===== config.mk =====
export PLATFORM = sky130hd
export DESIGN_NAME = mag_sq_seq
export DESIGN_NICKNAME = d
export VERILOG_FILES = /design/src/rtl/mag_sq_seq.sv
export SDC_FILE = /design/constraint.sdc
export NUM_CORES = 1
export LEC_CHECK = 0
export CORE_ASPECT_RATIO = 0.9
export CORE_MARGIN = 2
export CORE_UTILIZATION = 30
export CTS_CLUSTER_DIAMETER = 120
export DETAILED_ROUTE_END_ITERATION = 10
export GPL_TIMING_DRIVEN = 0
export MAX_ROUTING_LAYER = met4
export PLACE_DENSITY_LB_ADDON = 0.15
export SETUP_SLACK_MARGIN = 0.2
export SYNTH_ARGS = -nofsm -noshare
export SYNTH_HDL_FRONTEND = slang
export SYNTH_SLANG_ARGS = --single-unit

===== constraint.sdc =====
create_clock -name clk -period 3.8 [get_ports clk]
set_clock_uncertainty 0.1 [all_clocks]
set_input_delay 0.38 -clock clk [delete_from_list [all_inputs] [get_ports clk]]
set_output_delay 0.38 -clock clk [all_outputs]
set_load 0.02 [all_outputs]

===== src/rtl/mag_sq_seq.sv =====
// Shift-add sum of squares x = a^2 + b^2, one partial product per clock.
// Define MAG_SQ_ZERO_SKIP_EN to bypass the squaring phase of a zero operand.
module mag_sq_seq #(
  parameter int W = 16
) (
  input  logic                clk,
  input  logic                reset,
  input  logic                in_valid,
  output logic                in_ready,
  input  logic signed [W-1:0] a,
  input  logic signed [W-1:0] b,
  output logic                out_valid,
  input  logic                out_ready,
  output logic [2*W-1:0]      x_out,
  output logic                busy
);

  localparam int CW = (W > 1) ? $clog2(W) : 1;
  localparam logic [CW-1:0] LAST = CW'(W - 1);
  localparam logic [CW-1:0] ONE  = CW'(1);

  typedef enum logic [1:0] {
    IDLE = 2'd0,
    SQ_A = 2'd1,
    SQ_B = 2'd2,
    DONE = 2'd3
  } state_t;

  state_t           state_q;
  logic [W-1:0]     ma_q;
  logic [W-1:0]     mb_q;
  logic [2*W-1:0]   acc_q;
  logic [CW-1:0]    cnt_q;
  logic [2*W-1:0]   x_q;
  logic             ov_q;

  logic [W-1:0]     ma_d;
  logic [W-1:0]     mb_d;
  logic [W-1:0]     cur;
  logic [2*W-1:0]   part;
  logic [2*W-1:0]   acc_d;
  logic             last;

  // Most negative input maps to 2^(W-1), still exact as unsigned W bits.
  function automatic logic [W-1:0] mag(input logic signed [W-1:0] v);
    logic [W-1:0] u;
    u = v;
    return v[W-1] ? (~u + {{(W-1){1'b0}}, 1'b1}) : u;
  endfunction

  always_comb begin
    ma_d  = mag(a);
    mb_d  = mag(b);
    cur   = (state_q == SQ_B) ? mb_q : ma_q;
    part  = '0;
    if (cur[cnt_q])
      part = {{W{1'b0}}, cur} << cnt_q;
    acc_d = acc_q + part;
    last  = (cnt_q == LAST);
  end

  always_ff @(posedge clk or posedge reset) begin
    if (reset) begin
      state_q <= IDLE;
      ma_q    <= '0;
      mb_q    <= '0;
      acc_q   <= '0;
      cnt_q   <= '0;
      x_q     <= '0;
      ov_q    <= 1'b0;
    end else begin
      unique case (state_q)
        IDLE: begin
          if (in_valid) begin
            ma_q    <= ma_d;
            mb_q    <= mb_d;
            acc_q   <= '0;
            cnt_q   <= '0;
`ifdef MAG_SQ_ZERO_SKIP_EN
            if (ma_d == '0 && mb_d == '0) begin
              x_q     <= '0;
              ov_q    <= 1'b1;
              state_q <= DONE;
            end else if (ma_d == '0) begin
              state_q <= SQ_B;
            end else begin
              state_q <= SQ_A;
            end
`else
            state_q <= SQ_A;
`endif
          end
        end
        SQ_A: begin
          acc_q <= acc_d;
          cnt_q <= cnt_q + ONE;
          if (last) begin
            cnt_q <= '0;
`ifdef MAG_SQ_ZERO_SKIP_EN
            if (mb_q == '0) begin
              x_q     <= acc_d;
              ov_q    <= 1'b1;
              state_q <= DONE;
            end else begin
              state_q <= SQ_B;
            end
`else
            state_q <= SQ_B;
`endif
          end
        end
        SQ_B: begin
          acc_q <= acc_d;
          cnt_q <= cnt_q + ONE;
          if (last) begin
            cnt_q   <= '0;
            x_q     <= acc_d;
            ov_q    <= 1'b1;
            state_q <= DONE;
          end
        end
        DONE: begin
          if (out_ready) begin
            ov_q    <= 1'b0;
            state_q <= IDLE;
          end
        end
        default: state_q <= IDLE;
      endcase
    end
  end

  assign in_ready  = (state_q == IDLE);
  assign busy      = (state_q != IDLE);
  assign out_valid = ov_q;
  assign x_out     = x_q;

endmodule


==> results.md <==
| Metric | Reported | Unit |
|---|---|---|
| Part of the power in the clock network | 10.8 | % |
| Flop and latch count out of synthesis | 103 | - |
| First-pass GRT wire length | 34,400 | um |
| Static power due to leakage | 4.00 | nW |
| Area of the die | 25,100 | um2 |
| Setup repair after global routing missed its margin | true | - |
| Ys flop type | sky130_fd_sc_hd__dfrtp_1 | - |
| Type of the tightest min-delay check | input port to asynchronous set/reset pin | - |
| Cell-internal power | 4.62 | mW |
| Core box area | 23,400 | um2 |
| IO Count | 71 | - |
| Detailed-route wire length | 21,800 | um |
| Sequential Power Share | 18.5 | % |
| Routed length on met2 | 9270 | um |
| Syn-to-layout area delta | 35.9 | % |
| Largest net degree at the start of global routing | 53 | - |
| Critical-path cell with the highest stage delay | sky130_fd_sc_hd__dfrtp_1 | - |
| Element type at the critical path end | flop | - |
| Cells traversed along the worst timing path | inv_2 -> ha_4 -> clkbuf_16 -> mux2_4 -> nor2_2 -> o31a_1 -> a211o_1 -> buf_6 -> and2_4 -> buf_8 -> clkbuf_16 -> a211oi_4 -> ha_4 -> a21o_1 -> o21bai_4 -> a21oi_2 -> o21ai_2 -> a311oi_2 -> o21ai_4 -> a21o_1 -> a211o_1 | - |
| Number of clock sinks seen by CTS | 103 | - |
| Kind of start point of the critical path | flop | - |
| Average footprint of a synthesized cell | 8.31 | um2 |
| Number of hold violations in the final report | 0 | - |
| Number of design-rule violations left by the first detailed-router iteration | 390 | - |
| Sequential cell area fraction in the yosys report | 36.0 | % |
| YS warnings | 0 | - |
| Register area | 2580 | um2 |
| Die span in y | 150 | um |
| RePlAce Congestion | 0.906 | - |
| Relative max-transition margin | 35.7 | % |
| Violated checks | setup timing | - |
| Standard-cell rows | 53 | - |
| Routed WL per cell | 16.8 | um |
| Post-synthesis cell type count | 65 | - |
| Net switching fraction of the power | 48.3 | % |
| Worst voltage drop across the vdd grid | 0.416 | mV |
| Buffers and inverters on the worst path | 5 | - |
| Post-route setup slack | -645 | ps |
| Power spent charging and discharging nets | 4.32 | mW |
| Number of enable-type register cells in the synthesized netlist | 0 | - |
| CP required | 3940 | ps |
| Endpoints failing setup | 44 | - |
| Clock network latency to the later pin of the worst-skew pair | 360 | ps |
| Post-Synthesis Net Count | 935 | - |
| Filler instances | 2,387 | - |
| Nets@finish | 1,060 | - |
| Initial core utilization | 30.5 | % |
| Maximum fanout count along the critical path | 8 | - |
| Maximum Capacitance Violations | 0 | - |
| Vias after detailed routing | 6,512 | - |
| Clock tree from TritonCTS | done | - |
| Share of the clock period used by the worst path after layout | 117 | % |
| Synthesized instance count | 860 | - |
| Buffer depth of the longest clock path | 2 | - |
| Clk Tree Root Cell | sky130_fd_sc_hd__clkbuf_16 | - |
| Result of the run | complete, but fails checks | - |
| Hold slack final | 381 | ps |
| Signal arrival time at the worst endpoint | 4590 | ps |
| Number of global-route vias before repair | 6,400 | - |
| Final routed DRC violation total | 0 | - |
| Pre-antenna DRT Iters | 5 | - |
| H-tree depth | 3 | - |
| Critical setup path kind | flop to flop | - |
| Wire length on met3 | 977 | um |
| Hold buffers post-CTS | 0 | - |
| Summed instance area of the synthesized netlist | 7150 | um2 |
| Maximum single-stage delay on the critical path | 400 | ps |
| Upper clock frequency limit | 0.225 | GHz |
| Power density over the cells | 920 | nW/um2 |
| Worst slew pin tran | 965 | ps |
| Fraction of layout cells with a size suffix above 1 | 21.0 | % |
| Cts bufs inserted | 9 | - |
| Comb power frac | 70.7 | % |
| Multi-input logic area | 5010 | um2 |
| Vias per Instance | 5.04 | - |
| Number of antenna violations at the first check in global routing | 0 | - |
| Post-route ant nets | 0 | - |
| Routed met1 length | 11,300 | um |
| Fraction of registers with async set/reset | 100 | % |
| Highest Signal Layer | met4 | - |
| Global route total overflow | 0 | - |
| Die width | 167 | um |
| Ant. Diodes | 0 | - |
| Final count of pins violating max slew | 0 | - |
| Overall global routing resource usage | 17.8 | % |
| Reg clk slew, reported paths | 80 | ps |
| Final Util | 41.5 | % |
| Count of buffers inserted at the top-level ports | 70 | - |
| Final critical delay including setup and external delays | 4440 | ps |
| CP delay by family, top | compound AO/OA/AOI/OAI gates | - |
| Half-perimeter wire length after detailed placement | 16,100 | um |
cell usage after synthesis, types with 2 or more instances:
| cell type | n | share of area (%) |
|---|---|---|
| sky130_fd_sc_hd__mux2_4 | 2 | 0.42 |
| sky130_fd_sc_hd__inv_1 | 20 | 1.0 |
| sky130_fd_sc_hd__mux2i_1 | 18 | 2.5 |
| sky130_fd_sc_hd__and3_1 | 3 | 0.26 |
| sky130_fd_sc_hd__nand3_1 | 16 | 1.1 |
| sky130_fd_sc_hd__mux2_2 | 22 | 3.5 |
| sky130_fd_sc_hd__o31ai_1 | 8 | 0.84 |
| sky130_fd_sc_hd__nand2b_1 | 6 | 0.52 |
| sky130_fd_sc_hd__xor2_1 | 35 | 4.3 |
| sky130_fd_sc_hd__clkbuf_1 | 29 | 1.5 |
| sky130_fd_sc_hd__a211oi_2 | 3 | 0.52 |
| sky130_fd_sc_hd__a21oi_1 | 48 | 3.4 |
| sky130_fd_sc_hd__o41ai_1 | 4 | 0.49 |
| sky130_fd_sc_hd__o21a_1 | 4 | 0.42 |
| sky130_fd_sc_hd__a22o_1 | 4 | 0.49 |
| sky130_fd_sc_hd__or2_2 | 4 | 0.35 |
| sky130_fd_sc_hd__a311oi_1 | 2 | 0.25 |
| sky130_fd_sc_hd__ha_1 | 38 | 6.6 |
| sky130_fd_sc_hd__a211oi_1 | 5 | 0.52 |
| sky130_fd_sc_hd__o211ai_1 | 5 | 0.52 |
| sky130_fd_sc_hd__buf_6 | 4 | 0.63 |
| sky130_fd_sc_hd__a31oi_1 | 3 | 0.26 |
| sky130_fd_sc_hd__nor4_1 | 4 | 0.35 |
| sky130_fd_sc_hd__buf_1 | 5 | 0.26 |
| sky130_fd_sc_hd__and2_1 | 10 | 0.87 |
| sky130_fd_sc_hd__o21ai_2 | 2 | 0.25 |
| sky130_fd_sc_hd__o21ai_1 | 6 | 0.42 |
| sky130_fd_sc_hd__a211o_1 | 3 | 0.37 |
| sky130_fd_sc_hd__a21o_1 | 11 | 1.2 |
| sky130_fd_sc_hd__dfrtp_1 | 103 | 36 |
| sky130_fd_sc_hd__nand2_1 | 171 | 9.0 |
| sky130_fd_sc_hd__xnor2_1 | 20 | 2.4 |
| sky130_fd_sc_hd__o21ai_0 | 129 | 9.0 |
| sky130_fd_sc_hd__o21bai_1 | 5 | 0.52 |
| sky130_fd_sc_hd__nor3_1 | 12 | 0.84 |
| sky130_fd_sc_hd__buf_2 | 4 | 0.28 |
| sky130_fd_sc_hd__or3_1 | 3 | 0.26 |
| sky130_fd_sc_hd__nand4_1 | 5 | 0.44 |
| sky130_fd_sc_hd__nor2_1 | 51 | 2.7 |
| sky130_fd_sc_hd__nor2b_1 | 7 | 0.61 |
| sky130_fd_sc_hd__and4_1 | 2 | 0.25 |
power groups by stage:
stage	Sequential, mW	Clock (mW)	Combinational (mW)
6_report	1.66	0.962	6.32
2_1_floorplan	1.55	0	3.31
4_1_cts	1.63	1.00	5.10
3_3_place_gp	1.63	0	4.46
3_5_place_dp	1.63	0	4.48
5_1_grt	1.69	1.03	6.85
metal layers:
layer,global-route usage [%],vias to the layer above
met5,-,-
met4,4.01,0
met3,2.68,12
met2,25.8,147
met1,26.2,3081
li1,-,3272
area by class of cell:
type,count,share of cell area [%]
sequential,103,26.5
buffer,44,2.57
clock buffer,9,2.32
multi-input combinational,693,51.5
timing repair buffer,114,11.5
inverter,20,0.798
clock inverter,7,0.888
tap,302,3.89
state kept, by name, summed over array words and instances (netlist names):
name	cells
cnt_q	4
x_out	32
acc_q	32
ma_q	16
state_q	2
mb_q	16
out_valid	1
repair_timing:
action / in CTS / in global routing
buffers inserted: 21 / 20
gates cloned: 0 / 2
pin swaps: 22 / 45
setup endpoints to repair: 54 / 54
resized for setup: 67 / 103
path summary, 6_finish.rpt:
path                       startpoint  cells after the start         to  slack [ps]
setup / recovery           state_q[0]                     21  acc_q[31]        -640
hold / removal                  reset                      2  out_valid         380
setup reg to reg           state_q[0]                     21  acc_q[31]        -640
hold reg to reg              x_out[0]                      2   x_out[0]         380
max in group asynchronous       reset                      3  acc_q[22]        2520
min in group clk             x_out[0]                      2   x_out[0]         380
cells in the final DEF (no fill, tap or decap), types with 11 or more instances in the layout:
master / Yosys / final
sky130_fd_sc_hd__dfrtp_1: 103 / 103
sky130_fd_sc_hd__ha_1: 38 / 25
sky130_fd_sc_hd__mux2i_1: 18 / 13
sky130_fd_sc_hd__buf_4: 1 / 35
sky130_fd_sc_hd__clkbuf_16: 0 / 11
sky130_fd_sc_hd__clkdlybuf4s50_1: 0 / 70
sky130_fd_sc_hd__mux2_2: 22 / 19
sky130_fd_sc_hd__inv_1: 20 / 18
sky130_fd_sc_hd__xnor2_1: 20 / 12
sky130_fd_sc_hd__nor2_1: 51 / 47
sky130_fd_sc_hd__nand3_1: 16 / 14
sky130_fd_sc_hd__a21o_1: 11 / 11
sky130_fd_sc_hd__o21ai_1: 6 / 56
sky130_fd_sc_hd__nand2_1: 171 / 165
sky130_fd_sc_hd__a21oi_2: 1 / 14
sky130_fd_sc_hd__a21oi_1: 48 / 28
sky130_fd_sc_hd__clkbuf_1: 29 / 26
sky130_fd_sc_hd__nor3_1: 12 / 11
sky130_fd_sc_hd__xor2_1: 35 / 29
sky130_fd_sc_hd__o21ai_0: 129 / 70
metrics by stage:
| step | power [mW] | instances | setup WS [ps] | setup TNS, ps | cell area (um2) |
|---|---|---|---|---|---|
| floorplan | 4.86 | 860 | -240 | -1540 | 7220 |
| global placement | 6.09 | 1232 | -1250 | -156430 | 8300 |
| detailed placement | 6.11 | 1233 | -996 | -28720 | 8330 |
| CTS | 7.73 | 1270 | -560 | -12180 | 9050 |
| global route | 9.57 | 1292 | -836 | -23660 | 9720 |
| finish | 8.94 | 1292 | -645 | -14450 | 9720 |
worst reg2reg max path, cell delays in order (launching register included):
cell and delay, ps:
sky130_fd_sc_hd__dfrtp_1 400, sky130_fd_sc_hd__inv_2 90, sky130_fd_sc_hd__ha_4 180, sky130_fd_sc_hd__clkbuf_16 160
sky130_fd_sc_hd__mux2_4 170, sky130_fd_sc_hd__nor2_2 40, sky130_fd_sc_hd__o31a_1 240, sky130_fd_sc_hd__a211o_1 300
sky130_fd_sc_hd__buf_6 140, sky130_fd_sc_hd__and2_4 160, sky130_fd_sc_hd__buf_8 140, sky130_fd_sc_hd__clkbuf_16 170
sky130_fd_sc_hd__a211oi_4 280, sky130_fd_sc_hd__ha_4 260, sky130_fd_sc_hd__a21o_1 180, sky130_fd_sc_hd__o21bai_4 180
sky130_fd_sc_hd__a21oi_2 170, sky130_fd_sc_hd__o21ai_2 90, sky130_fd_sc_hd__a311oi_2 350, sky130_fd_sc_hd__o21ai_4 140
sky130_fd_sc_hd__a21o_1 180, sky130_fd_sc_hd__a211o_1 240
logic make-up (layout without fill, tap and decap cells):
kind of cell	Yosys count	count (layout)	synth area share, %
buffers and inverters	64	194	4.13
AND/OR/NAND/NOR	300	300	18.2
flip-flops	103	103	36.0
XOR/XNOR	55	55	6.74
adder cells (fa/ha/maj)	39	39	6.93
multiplexers	43	43	6.56
AO/OA/AOI/OAI	256	256	21.4
Power figures use the tool's default switching activity.
